**config.mk**
```make
export PLATFORM = sky130hd
export DESIGN_NAME = supreme_es
export DESIGN_NICKNAME = d
export VERILOG_FILES = /design/src/rtl/supreme_es.sv
export SDC_FILE = /design/constraint.sdc
export NUM_CORES = 1
export LEC_CHECK = 0
export BUFFER_PORTS_ARGS = -buffer_cell sky130_fd_sc_hd__buf_2
export CELL_PAD_IN_SITES_DETAIL_PLACEMENT = 2
export CELL_PAD_IN_SITES_GLOBAL_PLACEMENT = 2
export CORE_AREA = 2 2 58 60
export DETAILED_ROUTE_END_ITERATION = 8
export DIE_AREA = 0 0 60 62
export MAX_ROUTING_LAYER = met4
export PLACE_DENSITY_LB_ADDON = 0.1
export SLEW_MARGIN = 25
export SYNTH_ARGS = -nofsm -noshare
export SYNTH_HDL_FRONTEND = slang
export SYNTH_SLANG_ARGS = --single-unit
```
**constraint.sdc**
```tcl
create_clock -name clk -period 6.8 [get_ports clk]
set_input_delay 1.02 -clock clk [delete_from_list [all_inputs] [get_ports clk]]
set_output_delay 1.02 -clock clk [all_outputs]
set_load 0.1 [all_outputs]
```
**src/rtl/supreme_es.sv**
```systemverilog
// supreme_es -- step-command encoder for the 3-phase position bus.
//
// This block queues single-cycle left/right step requests into a saturating
// signed pending count. It replays each queued step as one phase change on
// phase_p. A right step advances 0->1->2->0 and a left step retreats
// 0->2->1->0. After every change the new phase is held for DWELL cycles so
// that the far-end decoder samples it reliably.
//
// Ports
//   clk        in   system clock, rising edge
//   rst_n      in   asynchronous active-low reset
//   en         in   1: emit queued steps, 0: freeze emission (queueing continues)
//   left_req   in   one-cycle request for one left step
//   right_req  in   one-cycle request for one right step
//   flush      in   synchronous clear of the pending queue
//   phase_p    out  current phase, 0..2
//   step_pulse out  one-cycle pulse on the cycle phase_p changes
//   busy       out  steps pending or a step/dwell in progress
//   drop       out  one-cycle pulse when a request is lost to saturation
module supreme_es #(
   parameter int DWELL    = 16,
   parameter int PEND_MAX = 7,
   parameter int PEND_W   = 4
) (
   input  logic       clk,
   input  logic       rst_n,
   input  logic       en,
   input  logic       left_req,
   input  logic       right_req,
   input  logic       flush,
   output logic [2:0] phase_p,
   output logic       step_pulse,
   output logic       busy,
   output logic       drop
);

   localparam int                     DW_W       = $clog2(DWELL);
   localparam logic [DW_W-1:0]        DWELL_LOAD = DW_W'(DWELL - 1);
   localparam logic [DW_W-1:0]        DW_ONE     = DW_W'(1);
   localparam logic signed [PEND_W:0] PMAX       = (PEND_W + 1)'(PEND_MAX);
   localparam logic signed [PEND_W:0] PMIN       = -PMAX;
   localparam logic signed [PEND_W:0] ONE        = (PEND_W + 1)'(1);

   typedef enum logic [1:0] {
      S_IDLE = 2'd0,
      S_STEP = 2'd1,
      S_HOLD = 2'd2
   } state_t;

   state_t                   state_q, state_d;
   logic [2:0]               phase_q, phase_d;
   logic [DW_W-1:0]          dwell_q, dwell_d;
   logic signed [PEND_W-1:0] pend_q, pend_d;
   logic                     step_pulse_q, step_pulse_d;
   logic                     busy_q, busy_d;
   logic                     drop_q, drop_d;

   logic                     emit;
   logic                     pend_pos;
   logic signed [PEND_W:0]   pend_ext, req_delta, emit_delta, pend_sum;

   always_comb begin
      state_d      = state_q;
      phase_d      = phase_q;
      dwell_d      = dwell_q;
      step_pulse_d = 1'b0;
      drop_d       = 1'b0;
      emit         = 1'b0;
      pend_pos     = !pend_q[PEND_W-1] && (pend_q != '0);

      // The phase update is registered together with the IDLE->STEP
      // transition. The new phase is therefore visible during the STEP cycle,
      // which gives the request-to-change latency of two cycles.
      case (state_q)
         S_IDLE: begin
            if (en && (pend_q != '0)) begin
               emit         = 1'b1;
               step_pulse_d = 1'b1;
               state_d      = S_STEP;
               if (pend_pos) phase_d = (phase_q == 3'd2) ? 3'd0 : phase_q + 3'd1;
               else          phase_d = (phase_q == 3'd0) ? 3'd2 : phase_q - 3'd1;
            end
         end
         S_STEP: begin
            dwell_d = DWELL_LOAD;
            state_d = S_HOLD;
         end
         S_HOLD: begin
            if (dwell_q == '0) state_d = S_IDLE;
            else               dwell_d = dwell_q - DW_ONE;
         end
         default: state_d = S_IDLE;
      endcase

      // Simultaneous left and right requests cancel. Emission always moves
      // the count toward zero, so only a request can push it past the clamp.
      pend_ext   = {pend_q[PEND_W-1], pend_q};
      req_delta  = (right_req && !left_req) ? ONE :
                   (left_req && !right_req) ? -ONE : '0;
      emit_delta = !emit ? '0 : (pend_pos ? ONE : -ONE);
      pend_sum   = pend_ext + req_delta - emit_delta;

      if (flush) begin
         pend_d = '0;
      end else if (pend_sum > PMAX) begin
         pend_d = PMAX[PEND_W-1:0];
         drop_d = 1'b1;
      end else if (pend_sum < PMIN) begin
         pend_d = PMIN[PEND_W-1:0];
         drop_d = 1'b1;
      end else begin
         pend_d = pend_sum[PEND_W-1:0];
      end

      busy_d = (pend_d != '0) || (state_d != S_IDLE);
   end

   always_ff @(posedge clk or negedge rst_n) begin
      if (!rst_n) begin
         state_q      <= S_IDLE;
         phase_q      <= 3'd0;
         dwell_q      <= '0;
         pend_q       <= '0;
         step_pulse_q <= 1'b0;
         busy_q       <= 1'b0;
         drop_q       <= 1'b0;
      end else begin
         state_q      <= state_d;
         phase_q      <= phase_d;
         dwell_q      <= dwell_d;
         pend_q       <= pend_d;
         step_pulse_q <= step_pulse_d;
         busy_q       <= busy_d;
         drop_q       <= drop_d;
      end
   end

   assign phase_p    = phase_q;
   assign step_pulse = step_pulse_q;
   assign busy       = busy_q;
   assign drop       = drop_q;

endmodule

```
==> impl_metrics.json, run 1 <==
{
  "drt_iter0_drc": 31,
  "cts_tree": "yes",
  "postSynthCellCount": 119,
  "cap_viol_max_count": 0,
  "regArea_um2": 400,
  "post-route-cell-area_um2": 1270,
  "synth.net_count": 142,
  "fmaxAchievable_mhz": 261,
  "layout-drive-gt1-share": 0.186,
  "critPathKind": "in2reg",
  "drt-total-wl_um": 2330,
  "multi_input_area_um2": 664,
  "max_slew_margin": 0.637,
  "antenna_found_initial": 0,
  "port_buffers": 11,
  "num_rows": 21,
  "ant_nets": 0,
  "yosysTopAreaCell": "dfrtp_1",
  "hpwl_um": 1990,
  "synth_top_area_share": 0.344,
  "final_common_cell": "inv_1",
  "num_vias": 871,
  "die-area_um2": 3720,
  "cp-start-kind": "primary input",
  "cts_buffers": 3,
  "htreeDepth": 1,
  "cts_max_path_buffers": 2,
  "ys_ff_latch": 16,
  "final_cell_mix": "inv_1, dfrtp_1, ha_1",
  "gr-total-overflow": 0,
  "holdWs_ns": 0.607,
  "initial_core_util": 0.366,
  "dpl_cell_area_um2": 1240,
  "setup-violations-final": 0,
  "dr.pass1.iters": 3,
  "grt_pass1_wl_um": 4150,
  "yosys_warnings": 0,
  "yosysSeqAreaShare": 0.344,
  "synth_area_um2": 1160,
  "clock_sinks": 16,
  "top_level_ports": 12,
  "crit_path_end_kind": "flip-flop",
  "track_usage": 0.156,
  "die_h_um": 62,
  "vias_per_cell": 4.98,
  "hp-class": "reg2reg",
  "synth_cell_types": 38,
  "crit_required_ns": 6.96,
  "cts_resized": 0,
  "antenna_cells": 0,
  "grt_start_max_net_pins": 17,
  "rsz0062_at_grt": "no",
  "clk_pin_slew_worst_paths_ns": 0.09,
  "min_period_ns": 3.82,
  "synth.avg_cell_area_um2": 9.78,
  "fin_nets": 154,
  "worstPathMaxFanout": 9,
  "status": "complete, no violations",
  "tightest_slew_ns": 0.544,
  "fin_crit_sh": 0.562,
  "yosys-top-cells-area": "dfrtp_1, ha_1, fa_1",
  "cts_setup_buffers": 0,
  "tns_ns": 0,
  "cp.arrival_ns": 3.99,
  "drv_slew": 0,
  "final.fill_count": 358,
  "hold_buffers": 0,
  "grt_pass1_vias": 927,
  "die_x_um": 60,
  "fin_worst_skew_ns": 0.00302,
  "drcViolationCount": 0,
  "wl_per_cell_um": 13.3,
  "gp_routability_congestion": 0.678,
  "cts_root_buf": "clkbuf_4",
  "hold_violations": 0,
  "coreArea_um2": 3180,
  "clkLatencyLatePin_ns": 0.28,
  "syn_to_final_growth_pct": 8.93
}
## final cells by class
type	count	area share
timing repair buffer	11	0.0434
tap	46	0.0454
sequential	16	0.316
inverter	18	0.0533
multi-input combinational	81	0.524
clock buffer	3	0.0178
## path summary, 6_finish.rpt
kind,end,slack (ns),cells past startpoint,from
worst max-delay path,pend_q[0]$_DFF_PN0_,2.98,12,en
worst min-delay path,dwell_q[1]$_DFFE_PN0P_,0.61,1,dwell_q[1]$_DFFE_PN0P_
worst max register to register,pend_q[0]$_DFF_PN0_,3.17,12,pend_q[3]$_DFF_PN0_
worst min register to register,dwell_q[1]$_DFFE_PN0P_,0.61,1,dwell_q[1]$_DFFE_PN0P_
max in group asynchronous,drop$_DFF_PN0_,5.91,1,rst_n
min in group asynchronous,dwell_q[1]$_DFFE_PN0P_,0.63,1,rst_n
## worst max-delay path, stage by stage
cell and delay [ns]:
buf_2 0.08, nor3b_2 0.21, nor2b_1 0.49, nand2_1 0.22, fa_1 0.56, inv_1 0.07, fa_1 0.45, nand2b_1 0.17
a21oi_2 0.16, xnor2_2 0.17, mux2i_1 0.28, a21oi_1 0.11
## synth_stat cells
library cell  instances
a211oi_1              1
a211oi_2              1
a21oi_1               5
a21oi_2               1
a22o_1                1
and2_4                1
and3_1                1
buf_2                 1
buf_6                 2
clkbuf_1              1
dfrtp_1              16
fa_1                  4
ha_1                 13
inv_1                18
maj3_2                2
mux2_2                1
mux2i_1               1
nand2_1               4
nand2b_1              1
nand3_1               4
nand4_1               1
nor2_1               12
nor2b_1               5
nor3_1                1
nor3b_1               1
nor3b_2               1
nor4_1                1
nor4_2                1
o211ai_1              2
o21ai_0               4
o21ai_1               2
o21bai_1              1
o22a_1                2
o41ai_1               2
or3b_4                1
xnor2_1               1
xnor2_2               1
xor2_1                1
## registers in the layout, indices dropped and copies added, names as in the netlist
signal      count
drop            1
dwell_q         4
busy            1
phase_p         3
step_pulse      1
state_q         2
pend_q          4
## logic make-up after synthesis
| kind of cell | synth area share |
|---|---|
| simple gates | 0.167 |
| compound gates | 0.129 |
| buf+inv | 0.0849 |
| fa+ha+maj | 0.228 |
| flops | 0.344 |
| xor+xnor | 0.0290 |
| mux | 0.0183 |
## routing by layer
layer	part of all wire	global-route usage	vias to the layer above	wire [um]
met5	0	-	-	0
met4	0.0099	0.0381	0	23
met3	0.013	0.0311	4	30
met2	0.54	0.273	9	1250
met1	0.44	0.183	433	1030
li1	-	-	425	-
## stage by stage
step / util / setup WS (ns) / std cells
after floorplan: - / 3.29 / 119
after global placement: 0.392 / 2.81 / 172
after detailed placement: 0.392 / 2.61 / 172
after CTS: 0.399 / 2.92 / 175
after global routing: 0.399 / 2.67 / 175
final: 0.399 / 2.98 / 175
Power of run 1 is not shown: default switching activity piles up to over one toggle a cycle in this logic, so the estimate is an artifact.
==> run 2, diff against run 1 <==
--- a/config.mk
+++ b/config.mk
@@ -8,9 +8,9 @@
 export BUFFER_PORTS_ARGS = -buffer_cell sky130_fd_sc_hd__buf_2
 export CELL_PAD_IN_SITES_DETAIL_PLACEMENT = 2
 export CELL_PAD_IN_SITES_GLOBAL_PLACEMENT = 2
-export CORE_AREA = 2 2 58 60
+export CORE_AREA = 2 2 60 62
 export DETAILED_ROUTE_END_ITERATION = 8
-export DIE_AREA = 0 0 60 62
+export DIE_AREA = 0 0 62 64
 export MAX_ROUTING_LAYER = met4
 export PLACE_DENSITY_LB_ADDON = 0.1
 export SLEW_MARGIN = 25
==> constraint.sdc (replaced) <==
create_clock -name clk -period 3.59 [get_ports clk]
set_input_delay 0.5385 -clock clk [delete_from_list [all_inputs] [get_ports clk]]
set_output_delay 0.5385 -clock clk [all_outputs]
set_load 0.1 [all_outputs]
==> impl_metrics.json, run 2 (synthesized netlist as in run 1, its figures left out) <==
{
  "rsz0062_at_grt": "no",
  "clk_pin_slew_worst_paths_ns": 0.10,
  "worstPathCellList": "nor3b_2 -> nor2b_1 -> nand2_1 -> fa_1 -> inv_1 -> fa_1 -> nand2b_1 -> a21oi_2 -> xnor2_2 -> mux2i_1 -> a21oi_1",
  "drcViolationCount": 0,
  "crit_required_ns": 3.77,
  "reg2reg_depth": 11,
  "post-place-ws_ns": 0.305,
  "cp-start-kind": "flip-flop",
  "final_cell_mix": "inv_1, dfrtp_1, ha_1",
  "cts_tree": "yes",
  "clkLatencyLatePin_ns": 0.28,
  "clock_sinks": 16,
  "cp_slowest_cell": "fa_1",
  "track_usage": 0.143,
  "wl_per_cell_um": 13.4,
  "die_h_um": 64,
  "grt_pass1_wl_um": 4170,
  "cts_root_buf": "clkbuf_4",
  "gp_routability_congestion": 0.713,
  "hold_buffers": 0,
  "ant_nets": 0,
  "vias_per_cell": 4.94,
  "cts_resized": 0,
  "htreeDepth": 1,
  "crit_path_frequent_cell": "fa_1",
  "cts_max_path_buffers": 2,
  "hold_violations": 0,
  "initial_core_util": 0.354,
  "cp.arrival_ns": 3.37,
  "status": "complete, no violations",
  "tns_ns": 0,
  "fin_crit_sh": 0.889,
  "top_level_ports": 12,
  "cts_setup_buffers": 0,
  "syn_to_final_growth_pct": 11.4,
  "cap_viol_max_count": 0,
  "num_rows": 21,
  "dr.pass1.iters": 3,
  "fin_worst_skew_ns": 0.00565,
  "fin_cells": 178,
  "drt-total-wl_um": 2390,
  "die_x_um": 62,
  "antenna_found_initial": 0,
  "antenna_cells": 0,
  "slowest_delay_ns": 0.53,
  "num_vias": 880,
  "cts_buffers": 3,
  "critPathKind": "reg2reg",
  "hpwl_um": 2040,
  "crit_path_end_kind": "flip-flop",
  "fmaxAchievable_mhz": 313,
  "setup-violations-final": 0,
  "max_slew_margin": 0.679,
  "drt_iter0_drc": 33,
  "port_buffers": 11,
  "worstPathMaxFanout": 10,
  "coreArea_um2": 3280,
  "final_common_cell": "inv_1",
  "place_inst": 174,
  "tightest_slew_ns": 0.485,
  "drv_slew": 0,
  "die-area_um2": 3970,
  "gr-total-overflow": 0,
  "layout-drive-gt1-share": 0.205,
  "grt_start_max_net_pins": 17,
  "fin_ws_ns": 0.399,
  "hp-class": "in2async",
  "fin_nets": 156,
  "min_period_ns": 3.19,
  "grt_pass1_vias": 938
}
-- run 2: cell count changes in the layout (fill, tap and decap cells not counted), sizes merged --
cell | previous run | this run
buf | 11 | 13
clkbuf | 3 | 4
-- run 2: final cells by class --
| type | count | area [um2] |
|---|---|---|
| clock buffers | 4 | 36.3 |
| fillers | 369 | 1990 |
| inverters | 18 | 67.6 |
| multi-input cells | 81 | 664 |
| flip-flops and latches | 16 | 400 |
| well taps | 46 | 57.6 |
| repair buffers | 13 | 70.1 |
-- run 2: path summary, 6_finish.rpt --
| path | from | to | slack (ns) |
|---|---|---|---|
| max in group asynchronous | rst_n | dwell_q[2]$_DFFE_PN0P_ | 3.17 |
| min in group clk | flush | pend_q[1]$_DFF_PN0_ | 0.47 |
| min | rst_n | drop$_DFF_PN0_ | 0.15 |
| max | state_q[1]$_DFF_PN0_ | pend_q[0]$_DFF_PN0_ | 0.40 |
| max reg2reg | state_q[1]$_DFF_PN0_ | pend_q[0]$_DFF_PN0_ | 0.40 |
| min reg2reg | dwell_q[3]$_DFFE_PN0P_ | dwell_q[3]$_DFFE_PN0P_ | 0.60 |
-- run 2: worst max-delay path: cells and delay by family, from the launching register on --
family,cells,cell delay [ns]
muxes,1,0.27
and+or+nand+nor,4,0.83
adders and majority gates,2,0.98
xor gates and xnor gates,1,0.18
AOI/OAI and AO/OA,2,0.25
buffers and inverters,1,0.07
DFF,1,0.50
-- run 2: per-layer routing --
layer	GRT usage	part of all wire	vias to the layer above
li1	-	-	425
met1	0.171	0.44	447
met2	0.245	0.54	6
met3	0.0121	0.010	2
met4	0.0479	0.0080	0
met5	-	0	-
-- run 2: per-stage QoR --
step                utilization  hold slack, ns  area [um2]
CTS                       0.395           0.149        1300
detailed placement        0.384           0.474        1260
global route              0.395           0.155        1300
floorplan                     -           0.243        1160
finish                    0.395           0.151        1300
global placement          0.384           0.468        1260
Power of run 2 is left out for the same reason.
==> run 3, diff against run 2 <==
--- a/config.mk
+++ b/config.mk
@@ -8,9 +8,9 @@
 export BUFFER_PORTS_ARGS = -buffer_cell sky130_fd_sc_hd__buf_2
 export CELL_PAD_IN_SITES_DETAIL_PLACEMENT = 2
 export CELL_PAD_IN_SITES_GLOBAL_PLACEMENT = 2
-export CORE_AREA = 2 2 60 62
+export CORE_AREA = 2 2 72 74
 export DETAILED_ROUTE_END_ITERATION = 8
-export DIE_AREA = 0 0 62 64
+export DIE_AREA = 0 0 74 76
 export MAX_ROUTING_LAYER = met4
 export PLACE_DENSITY_LB_ADDON = 0.1
 export SLEW_MARGIN = 25
==> impl_metrics.json, run 3 (synthesized netlist as in run 1, its figures left out) <==
{
  "min_period_ns": 3.19,
  "clk_pin_slew_worst_paths_ns": 0.06,
  "final_cell_mix": "inv_1, dfrtp_1, ha_1",
  "antenna_cells": 0,
  "hold_violations": 0,
  "drcViolationCount": 0,
  "worstPathMaxFanout": 10,
  "status": "complete, no violations",
  "dpl_cell_area_um2": 1280,
  "antenna_found_initial": 0,
  "drt_iter0_drc": 7,
  "vias_per_cell": 4.20,
  "dr.pass1.iters": 2,
  "cts_buffers": 3,
  "port_buffers": 11,
  "die-area_um2": 5620,
  "fin_crit_sh": 0.890,
  "cts_tree": "yes",
  "clock_sinks": 16,
  "num_vias": 840,
  "fin_worst_skew_ns": 0.00278,
  "wl_per_cell_um": 12.8,
  "fmaxAchievable_mhz": 313,
  "track_usage": 0.105,
  "syn_to_final_growth_pct": 13.9,
  "crit_path_end_kind": "flip-flop",
  "htreeDepth": 1,
  "initial_core_util": 0.237,
  "fin_nets": 155,
  "cts_root_buf": "clkbuf_8",
  "hpwl_um": 2160,
  "grt_start_max_net_pins": 17,
  "crit_required_ns": 3.72,
  "num_rows": 26,
  "critPathKind": "reg2reg",
  "cp-start-kind": "flip-flop",
  "layout-drive-gt1-share": 0.200,
  "final.fill_count": 564,
  "post-route-cell-area_um2": 1330,
  "die_x_um": 74,
  "gr-total-overflow": 0,
  "max_slew_margin": 0.676,
  "setup-violations-final": 0,
  "die_h_um": 76,
  "coreArea_um2": 4910,
  "drt-total-wl_um": 2570,
  "cap_viol_max_count": 0,
  "tightest_slew_ns": 0.490,
  "gp_routability_congestion": 0.762,
  "top_level_ports": 12,
  "grt_pass1_vias": 939,
  "hp-class": "in2async",
  "clkLatencyLatePin_ns": 0.24,
  "grt_pass1_wl_um": 4470,
  "final_common_cell": "inv_1",
  "cp.arrival_ns": 3.32,
  "ant_nets": 0,
  "hold_buffers": 0,
  "cts_max_path_buffers": 2,
  "rsz0062_at_grt": "no",
  "drv_slew": 0,
  "tns_ns": 0
}
[run 3: through the flow]
step	util	std cells	setup WS, ns	hold slack, ns
CTS	0.269	200	0.272	0.219
global placement	0.261	197	0.425	0.486
finish	0.270	200	0.396	0.204
global route	0.270	200	0.0275	0.226
detailed placement	0.261	197	0.260	0.489
floorplan	-	119	0.564	0.243
[run 3: critical path, cell delays in order, from the launching register on]
cell	delay [ns]
dfrtp_1	0.49
nor3b_2	0.27
nor2b_1	0.22
nand2_1	0.15
fa_1	0.54
inv_1	0.07
fa_1	0.45
nand2b_1	0.17
a21oi_2	0.16
xnor2_2	0.18
mux2i_1	0.27
a21oi_1	0.09
[run 3: final timing paths]
check / to / cells past startpoint / slack (ns) / from
min in group clk: pend_q[2]$_DFF_PN0_ / 2 / 0.51 / flush
min: pend_q[0]$_DFF_PN0_ / 1 / 0.20 / rst_n
max in group asynchronous: pend_q[3]$_DFF_PN0_ / 1 / 3.09 / rst_n
max reg2reg: pend_q[0]$_DFF_PN0_ / 11 / 0.40 / state_q[1]$_DFF_PN0_
min reg2reg: dwell_q[1]$_DFFE_PN0P_ / 1 / 0.58 / dwell_q[1]$_DFFE_PN0P_
max: pend_q[0]$_DFF_PN0_ / 11 / 0.40 / state_q[1]$_DFF_PN0_
[run 3: metal layers]
metal / GRT usage / vias to the layer above / part of all wire
met5: - / - / 0
li1: - / 421 / -
met2: 0.169 / 8 / 0.51
met4: 0.0436 / 0 / 0.013
met1: 0.134 / 409 / 0.46
met3: 0.00794 / 2 / 0.012
[run 3: cell type report]
class | count | area [um2] | share of cell area
multi-input combinational | 81 | 664 | 0.501
timing repair buffer | 12 | 62.6 | 0.0472
clock buffer | 3 | 41.3 | 0.0312
inverter | 18 | 67.6 | 0.0510
tap | 70 | 87.6 | 0.0661
sequential | 16 | 402 | 0.303
[run 3: timing repair]
action | CTS | global route
resized for setup | 0 | 1
endpoints found under the setup margin | 0 | 2
buffers inserted | 0 | 0
Power of run 3 is left out for the same reason.
